===== config.mk =====
export PLATFORM = sky130hd
export DESIGN_NAME = fsub
export DESIGN_NICKNAME = d
export VERILOG_FILES = /design/src/rtl/fsub.sv
export SDC_FILE = /design/constraint.sdc
export NUM_CORES = 1
export LEC_CHECK = 0
export BUFFER_PORTS_ARGS = -buffer_cell sky130_fd_sc_hd__buf_4
export CAP_MARGIN = 25
export CORE_ASPECT_RATIO = 1.25
export CORE_MARGIN = 2
export CORE_UTILIZATION = 37
export CTS_CLUSTER_DIAMETER = 40
export CTS_CLUSTER_SIZE = 30
export DETAILED_ROUTE_END_ITERATION = 6
export PLACE_DENSITY = 0.64
export SYNTH_ARGS = -nofsm -noshare
export SYNTH_HDL_FRONTEND = slang
export SYNTH_SLANG_ARGS = --single-unit

===== constraint.sdc =====
create_clock -name clk -period 21.5 [get_ports clk]
set_clock_uncertainty 0.2 [all_clocks]
set_input_delay 2.15 -clock clk [delete_from_list [all_inputs] [get_ports clk]]
set_output_delay 2.15 -clock clk [all_outputs]
set_load 0.01 [all_outputs]

===== src/rtl/fsub.sv =====
// fsub: two-stage pipelined binary32 subtractor, y = x1 - x2.
// Stage 1 swaps the operands so the larger magnitude comes first and aligns
// the smaller one. Stage 2 adds or subtracts, normalises, rounds and packs.
// One advance signal stalls both stages together when the output is full and
// the consumer is not taking it.
module fsub (
  input  logic        clk,
  input  logic        rst,
  input  logic        in_valid,
  output logic        in_ready,
  input  logic [31:0] x1,
  input  logic [31:0] x2,
  output logic        out_valid,
  input  logic        out_ready,
  output logic [31:0] y
);

  // Pipeline control
  logic        adv;
  logic        accept;

  // Stage-1 combinational values
  logic        eff_sign2;
  logic        op_sub;
  logic        x1_larger;
  logic        big_sign;
  logic [7:0]  big_exp;
  logic [22:0] big_man;
  logic [7:0]  small_exp;
  logic [22:0] small_man;
  logic [7:0]  ediff;
  logic [26:0] small_aligned;
  logic        small_live;

  // Stage-1 registers
  logic        s1_valid_q, s1_valid_d;
  logic        s1_ss_q,    s1_ss_d;
  logic        s1_sub_q,   s1_sub_d;
  logic [7:0]  s1_es_q,    s1_es_d;
  logic [22:0] s1_ms_q,    s1_ms_d;
  logic [26:0] s1_mia_q,   s1_mia_d;
  logic        s1_live_q,  s1_live_d;

  // Stage-2 combinational values
  logic [26:0]       big_ext;
  logic [26:0]       calc;
  logic [4:0]        lz;
  logic              lz_found;
  logic [26:0]       my;
  logic              round_carry;
  logic signed [9:0] ey;
  logic [22:0]       mant_sum;
  logic [31:0]       result;
  logic              unused_norm_bits;

  // Output registers
  logic        out_valid_q, out_valid_d;
  logic [31:0] y_q,         y_d;

  // Whole pipeline moves only when the output slot is empty or being drained
  always_comb begin
    adv    = !out_valid_q || out_ready;
    accept = in_valid && adv;
  end

  assign in_ready  = adv;
  assign out_valid = out_valid_q;
  assign y         = y_q;

  // Stage 1: pick the larger magnitude, align the smaller one under it
  always_comb begin
    eff_sign2 = ~x2[31];
    op_sub    = x1[31] ^ eff_sign2;
    x1_larger = x1[30:0] > x2[30:0];
    if (x1_larger) begin
      big_sign  = x1[31];
      big_exp   = x1[30:23];
      big_man   = x1[22:0];
      small_exp = x2[30:23];
      small_man = x2[22:0];
    end else begin
      big_sign  = eff_sign2;
      big_exp   = x2[30:23];
      big_man   = x2[22:0];
      small_exp = x1[30:23];
      small_man = x1[22:0];
    end
    ediff         = big_exp - small_exp;
    small_aligned = {2'b01, small_man, 2'b00} >> ediff[4:0];
    // A denormal or far-too-small operand cannot change the result
    small_live    = (small_exp != 8'd0) && (ediff < 8'd32);
  end

  // Stage-1 next state: capture on accept, otherwise hold; valid follows adv
  always_comb begin
    s1_valid_d = s1_valid_q;
    s1_ss_d    = s1_ss_q;
    s1_sub_d   = s1_sub_q;
    s1_es_d    = s1_es_q;
    s1_ms_d    = s1_ms_q;
    s1_mia_d   = s1_mia_q;
    s1_live_d  = s1_live_q;
    if (adv) begin
      s1_valid_d = accept;
    end
    if (accept) begin
      s1_ss_d   = big_sign;
      s1_sub_d  = op_sub;
      s1_es_d   = big_exp;
      s1_ms_d   = big_man;
      s1_mia_d  = small_aligned;
      s1_live_d = small_live;
    end
  end

  // Stage 2: add/subtract, count leading zeros and shift the top bit to bit 26
  always_comb begin
    big_ext  = {2'b01, s1_ms_q, 2'b00};
    calc     = s1_sub_q ? (big_ext - s1_mia_q) : (big_ext + s1_mia_q);
    lz       = 5'd0;
    lz_found = 1'b0;
    for (int i = 26; i >= 0; i--) begin
      if (!lz_found) begin
        if (calc[i]) begin
          lz_found = 1'b1;
        end else begin
          lz = lz + 5'd1;
        end
      end
    end
    my = calc << lz;
  end

  // Stage 2: round on the first guard bit and pick the packed result
  always_comb begin
    round_carry      = &my[25:2];
    // Ten bits so that the largest exponents cannot wrap negative
    ey               = $signed({2'b00, s1_es_q}) - $signed({5'b00000, lz})
                       + 10'sd1 + $signed({9'b0, round_carry});
    mant_sum         = my[25:3] + {22'b0, my[2]};
    unused_norm_bits = ^{my[26], my[1:0]};
    if (!s1_live_q) begin
      result = {s1_ss_q, s1_es_q, s1_ms_q};
    end else if (calc == 27'd0) begin
      result = 32'h0000_0000;
    end else if (ey <= 10'sd0) begin
      result = {s1_ss_q, 31'b0};
    end else if (ey >= 10'sd255) begin
      result = {s1_ss_q, 8'hFF, 23'b0};
    end else begin
      result = {s1_ss_q, ey[7:0], mant_sum};
    end
  end

  // Output slot: refill from stage 1 on advance, hold y across bubbles/stalls
  always_comb begin
    out_valid_d = out_valid_q;
    y_d         = y_q;
    if (adv) begin
      out_valid_d = s1_valid_q;
      if (s1_valid_q) begin
        y_d = result;
      end
    end
  end

  // State registers with synchronous reset discarding everything in flight
  always_ff @(posedge clk) begin
    if (rst) begin
      s1_valid_q  <= 1'b0;
      s1_ss_q     <= 1'b0;
      s1_sub_q    <= 1'b0;
      s1_es_q     <= 8'd0;
      s1_ms_q     <= 23'd0;
      s1_mia_q    <= 27'd0;
      s1_live_q   <= 1'b0;
      out_valid_q <= 1'b0;
      y_q         <= 32'd0;
    end else begin
      s1_valid_q  <= s1_valid_d;
      s1_ss_q     <= s1_ss_d;
      s1_sub_q    <= s1_sub_d;
      s1_es_q     <= s1_es_d;
      s1_ms_q     <= s1_ms_d;
      s1_mia_q    <= s1_mia_d;
      s1_live_q   <= s1_live_d;
      out_valid_q <= out_valid_d;
      y_q         <= y_d;
    end
  end

endmodule


==> results.cfg, run 1 <==
[placement]
dpl.cell_count = 2868
gp_congestion = 1.04
port_buffers = 101
pre_cts_ws_ps = 32.1
dpl.hpwl_microns = 49700

[power_and_ir_drop]
power_density_nw_per_um2 = 72.3
power_mw = 1.30
seqPwrFrac = 0.160
p_clk_frac = 0.131
leakage_nw = 7.33
switching_share = 0.517
ir_drop_v = 0.0000419
power_switching_mw = 0.673
p_int_mw = 0.627
comb_power_share = 0.709

[synth]
synth_largest_area_cell = dfxtp_1
avgSynthCellArea_sq_um = 7.02
synth_seq_cells = 94
seq_area_frac_synth = 0.117
synth_top_area_frac = 0.117
synth-edff-count = 0
yosysUniqueCellTypes = 106
netlist_instances = 2291
synth_nets = 2472
syn_area_sq_um = 16100
yosys-top-cells-area = dfxtp_1, mux2i_1, ha_1, nor2_1, a21oi_1
yosys_warnings = 0
synth_flop_cell = dfxtp_1
ys_async_sr_fraction = 0

[global_route]
grt_max_degree = 95
antenna_found_initial = 0
grt_pass1_wl_microns = 94300
track_usage = 0.262
grt_overflow = 0
grt_pass1_vias = 16674

[routing]
antenna_left = 0
drc_errors = 0
wl_per_cell_microns = 21.2
dr.pass1.iters = 6
drtIter0Drc = 1452
totalWireLength_microns = 61300
via_count = 17930
routed_via_density = 6.20

[die]
die_h_microns = 237
rows = 85
die_area_sq_um = 45200
initial_core_util = 0.374
io_pins = 102
coreArea_sq_um = 43000
die-width_microns = 191

[timing]
setup-tns-final_ps = 0
worstMarginPinSlew_ps = 1020
fin_ws_ps = 1380
maxSlewViolCount = 0
hold_violations = 0
post-route-period-util = 0.936
setup_viol = 0
maxSlewHeadroom = 0.318
clock.fmax_mhz = 49.7
fin_crit_ps = 20120

[critical_path]
criticalPathCategory = reg -> reg
cp.required_ps = 21550
cpMostUsedCell = ha_1
worst_ep_arrival_time_ps = 20180
crit_slowest_cell = or4b_4
endpoint_kind = flip-flop
crit_path_max_incr_delay_ps = 560
start_kind = flip-flop
critPathMaxFanout = 17

[clocking]
numCtsBuffers = 9
clockBufferDepth = 2
path_clk_slew_ps = 70
cts_max_level = 3
cts.sinks = 94
clkLatencyLatePin_ps = 350
cts_tree = done
ctsRootBufferMaster = clkbuf_16

[cells_and_area]
layout_common_cells = nor2_1, a21oi_1, nand2_1
final_common_cell = nor2_1
fill_cells = 4516
drive_above_1_share = 0.129
final_net_count = 2506
syn2layout_area_growth_pct = 11.7
final-seq-area_sq_um = 1880
final_cells = 2894
multi_input_area_sq_um = 13400
antennaDiodeCount = 0
post-route-util = 0.418

[run_status]
status = completed

[flow_run]
max-cap-violations = 0

[min_path]
holdCritPathClass = reg -> reg
==> per-layer routing <==
layer  global-route usage  part of all wire  vias to the layer above
met5                    0                 0                        -
met4                0.122             0.051                        0
met3               0.0140             0.046                      160
met2                0.460              0.49                      670
met1                0.326              0.42                     8531
li1                     -                 -                     8569
==> cells in the mapped netlist (all sizes together) (9+ instances only) <==
cell type	number
o311ai	15
nor2b	22
o31ai	15
dfxtp	94
and4	10
o22ai	12
and3	24
xnor3	10
or4	15
a21boi	9
nand4	34
nor2	286
nand3	60
a221oi	26
nand2	177
or3	34
a21oi	195
o21ai	103
a21o	34
a22oi	16
nor3b	10
or2	17
ha	111
nor4	33
inv	115
o21a	24
mux2i	147
buf	38
a211oi	59
clkbuf	100
xnor2	61
nor3	86
and2	29
xor2	32
a31oi	19
o211ai	18
mux2	25
nand2b	30
a311oi	23
==> worst paths after layout <==
kind | start | end | slack (ps) | depth (start not counted)
min reg2reg | y[3] | y[3] | 260 | 2
max | s1_ms_q[5] | y[7] | 1380 | 92
max reg2reg | s1_ms_q[5] | y[7] | 1380 | 92
min | y[3] | y[3] | 260 | 2
==> state kept, by name, summed over array words and instances, names as in the netlist <==
name and cells:
y 32, s1_valid_q 1, s1_ms_q 23, s1_es_q 8
s1_ss_q 1, s1_mia_q 26, s1_sub_q 1, out_valid 1
s1_live_q 1
==> cells by family (layout without fill, tap and decap cells) <==
group	count (synthesis)	after routing	synth area share
buf+inv	255	293	0.0625
flops	94	94	0.117
mux	172	172	0.110
fa+ha+maj	118	118	0.0919
simple gates	893	893	0.274
xor+xnor	103	103	0.0666
compound gates	656	656	0.278
==> per-stage QoR <==
stage / area [sq um] / hold slack [ps]
CTS: 17700 / 256
floorplan: 16100 / 248
global route: 18000 / 292
finish: 18000 / 256
global placement: 17400 / 250
detailed placement: 17400 / 247
==> power groups by stage <==
stage	sequential (mW)	clock, mW	combinational [mW]
detailed placement	0.212	0	0.876
CTS	0.208	0.172	0.881
global placement	0.211	0	0.873
floorplan	0.206	0	0.635
global route	0.210	0.179	0.997
finish	0.209	0.170	0.921
==> final cells by class <==
type | count | area share
sequential | 94 | 0.105
timing repair buffer | 160 | 0.0672
tap | 565 | 0.0393
multi-input combinational | 1942 | 0.746
clock inverter | 5 | 0.00466
timing repair inverter | 1 | 0.000278
clock buffer | 10 | 0.0127
inverter | 117 | 0.0249
==> worst max-delay path, delay by kind of cell, from the launching register on <==
family          cells  cell delay (ps)
fa+ha+maj          15             4750
xor+xnor            2              430
mux                 8             1810
buf+inv             5              600
flops               1              430
simple gates       31             5970
compound gates     31             5830
==> repair_timing <==
item	CTS	global route
pin swaps	0	2
gates resized for setup	1	52
hold buffers	0	0
setup endpoints to repair	2	31
buffers inserted	0	9
gates cloned	0	1
hold endpoints to repair	0	0
(Power assumes the default switching activity.)
==> inputs of run 2 (changes only) <==
- PLACE_DENSITY: 0.64 -> default
- PLACE_DENSITY_LB_ADDON: default -> 0.05
==> run 2 against run 1 <==
First-iteration DRC count fell by 13%. Core utilization barely moved. Maximum frequency shrank 0.83%. Critical path depth down 1. Clock power fell by 5%. Non-clock buffer count up 9. Critical endpoint is now y[3].
==> results.cfg, run 2 (same netlist as run 1, synthesis figures left out) <==
[run_status]
status = completed

[cells_and_area]
layout_common_cells = nor2_1, a21oi_1, nand2_1
post-route-util = 0.418
drive_above_1_share = 0.128
final_net_count = 2514
final_common_cell = nor2_1
antennaDiodeCount = 0
largest_reg_flops = 32
fin_area_sq_um = 18000
syn2layout_area_growth_pct = 11.7

[timing]
fin_ws_ps = 1210
post-route-period-util = 0.944
worstMarginPinSlew_ps = 1140
hold_violations = 0
maxSlewHeadroom = 0.230
fin_crit_ps = 20290
maxSlewViolCount = 0
clock.fmax_mhz = 49.3
setup_viol = 0

[critical_path]
crit_slowest_cell = or4b_4
critPathMaxFanout = 27
crit_path_max_incr_delay_ps = 550
r2r_start = s1_ms_q[5]
cp.required_ps = 21610
r2r_slack_ps = 1210
start_kind = flip-flop
worst_ep_arrival_time_ps = 20400
r2r_end = y[3]
endpoint_kind = flip-flop
cpMostUsedCell = ha_1
rr_worst_depth = 91
criticalPathCategory = reg -> reg

[global_route]
grt_pass1_vias = 16767
grt_overflow = 0
antenna_found_initial = 0
track_usage = 0.281
grt_max_degree = 72
grt_pass1_wl_microns = 98900

[clocking]
ctsRootBufferMaster = clkbuf_16
clockBufferDepth = 2
cts_tree = done
cts_max_level = 3
cts.sinks = 94
path_clk_slew_ps = 80
clkLatencyLatePin_ps = 360
ctsHoldBuffers = 0
numCtsBuffers = 9

[power_and_ir_drop]
seqPwrFrac = 0.159
power_switching_mw = 0.694
ir_drop_v = 0.0000419
leakage_nw = 7.37
power_density_nw_per_um2 = 72.2
comb_power_share = 0.716
p_int_mw = 0.603
p_clk_frac = 0.125
switching_share = 0.535

[die]
rows = 85
die_area_sq_um = 45200
die_h_microns = 237
coreArea_sq_um = 43000
die-width_microns = 191
initial_core_util = 0.374
io_pins = 102

[routing]
dr.pass1.iters = 5
totalWireLength_microns = 64800
drc_errors = 0
antenna_left = 0
routed_via_density = 6.02
drtIter0Drc = 1265
via_count = 17481
wl_per_cell_microns = 22.3

[min_path]
hold_depth = 2
holdPathEnd = y[3]
holdCritPathClass = reg -> reg
hp-start = y[3]

[placement]
placed_area_sq_um = 17500
dpl.hpwl_microns = 53100
gp_congestion = 0.932
port_buffers = 101
pre_cts_ws_ps = -16.5

[flow_run]
max-cap-violations = 0
-- run 2: per-stage QoR --
stage | hold slack (ps) | total power [mW] | instances | setup TNS (ps)
finish | 259 | 1.30 | 2903 | 0
global route | 280 | 1.39 | 2903 | -58.0
CTS | 259 | 1.28 | 2899 | 0
detailed placement | 248 | 1.11 | 2883 | -16.5
global placement | 244 | 1.11 | 2883 | 0
floorplan | 248 | 0.841 | 2291 | 0
-- run 2: worst max path at each step --
stage	startpoint	to	slack [ps]	cells past startpoint
final	s1_ms_q[5]	y[3]	1210	91
after global routing	s1_ms_q[5]	y[3]	-40	91
after CTS	s1_ms_q[6]	y[3]	30	90
after detailed placement	s1_ms_q[6]	y[7]	-20	88
after global placement	s1_ms_q[6]	y[7]	520	88
after floorplan	s1_mia_q[6]	y[13]	2360	96
-- run 2: area by class of cell --
| class | count | area, sq um |
|---|---|---|
| repair buffers | 169 | 1270 |
| well taps | 565 | 707 |
| flip-flops and latches | 94 | 1880 |
| clock inverters | 7 | 61.3 |
| clock buffers | 9 | 225 |
| fillers | 4613 | 25000 |
| multi-input cells | 1942 | 13400 |
| inverters | 117 | 447 |
-- run 2: routing by layer --
metal / up-vias / routed length, microns / share of wire / track usage
met3: 102 / 2090 / 0.032 / 0.0179
met1: 8306 / 27400 / 0.42 / 0.343
li1: 8578 / - / - / -
met4: 0 / 2800 / 0.043 / 0.122
met2: 495 / 32600 / 0.50 / 0.505
met5: - / 0 / 0 / 0
-- run 2: power by group through the flow --
stage	Sequential, mW	Combinational, mW	Clock (mW)
after floorplan	0.206	0.635	0
after global placement	0.210	0.905	0
after detailed placement	0.211	0.902	0
after CTS	0.207	0.906	0.166
after global routing	0.209	1.01	0.172
final	0.207	0.928	0.162
-- run 2: worst max-delay path: cells and delay by family (launching register included) --
| family | cells | cell delay [ps] |
|---|---|---|
| AND/OR/NAND/NOR | 32 | 6370 |
| flip-flops | 1 | 430 |
| adder cells (fa/ha/maj) | 15 | 4720 |
| AO/OA/AOI/OAI | 30 | 5650 |
| buffers and inverters | 4 | 530 |
| XOR/XNOR | 2 | 450 |
| multiplexers | 8 | 1840 |
-- run 2: what timing repair did --
item	4_1_cts	5_1_grt
pin swaps	0	1
setup buffers	0	4
endpoints found under the setup margin	7	31
gates resized for setup	1	37
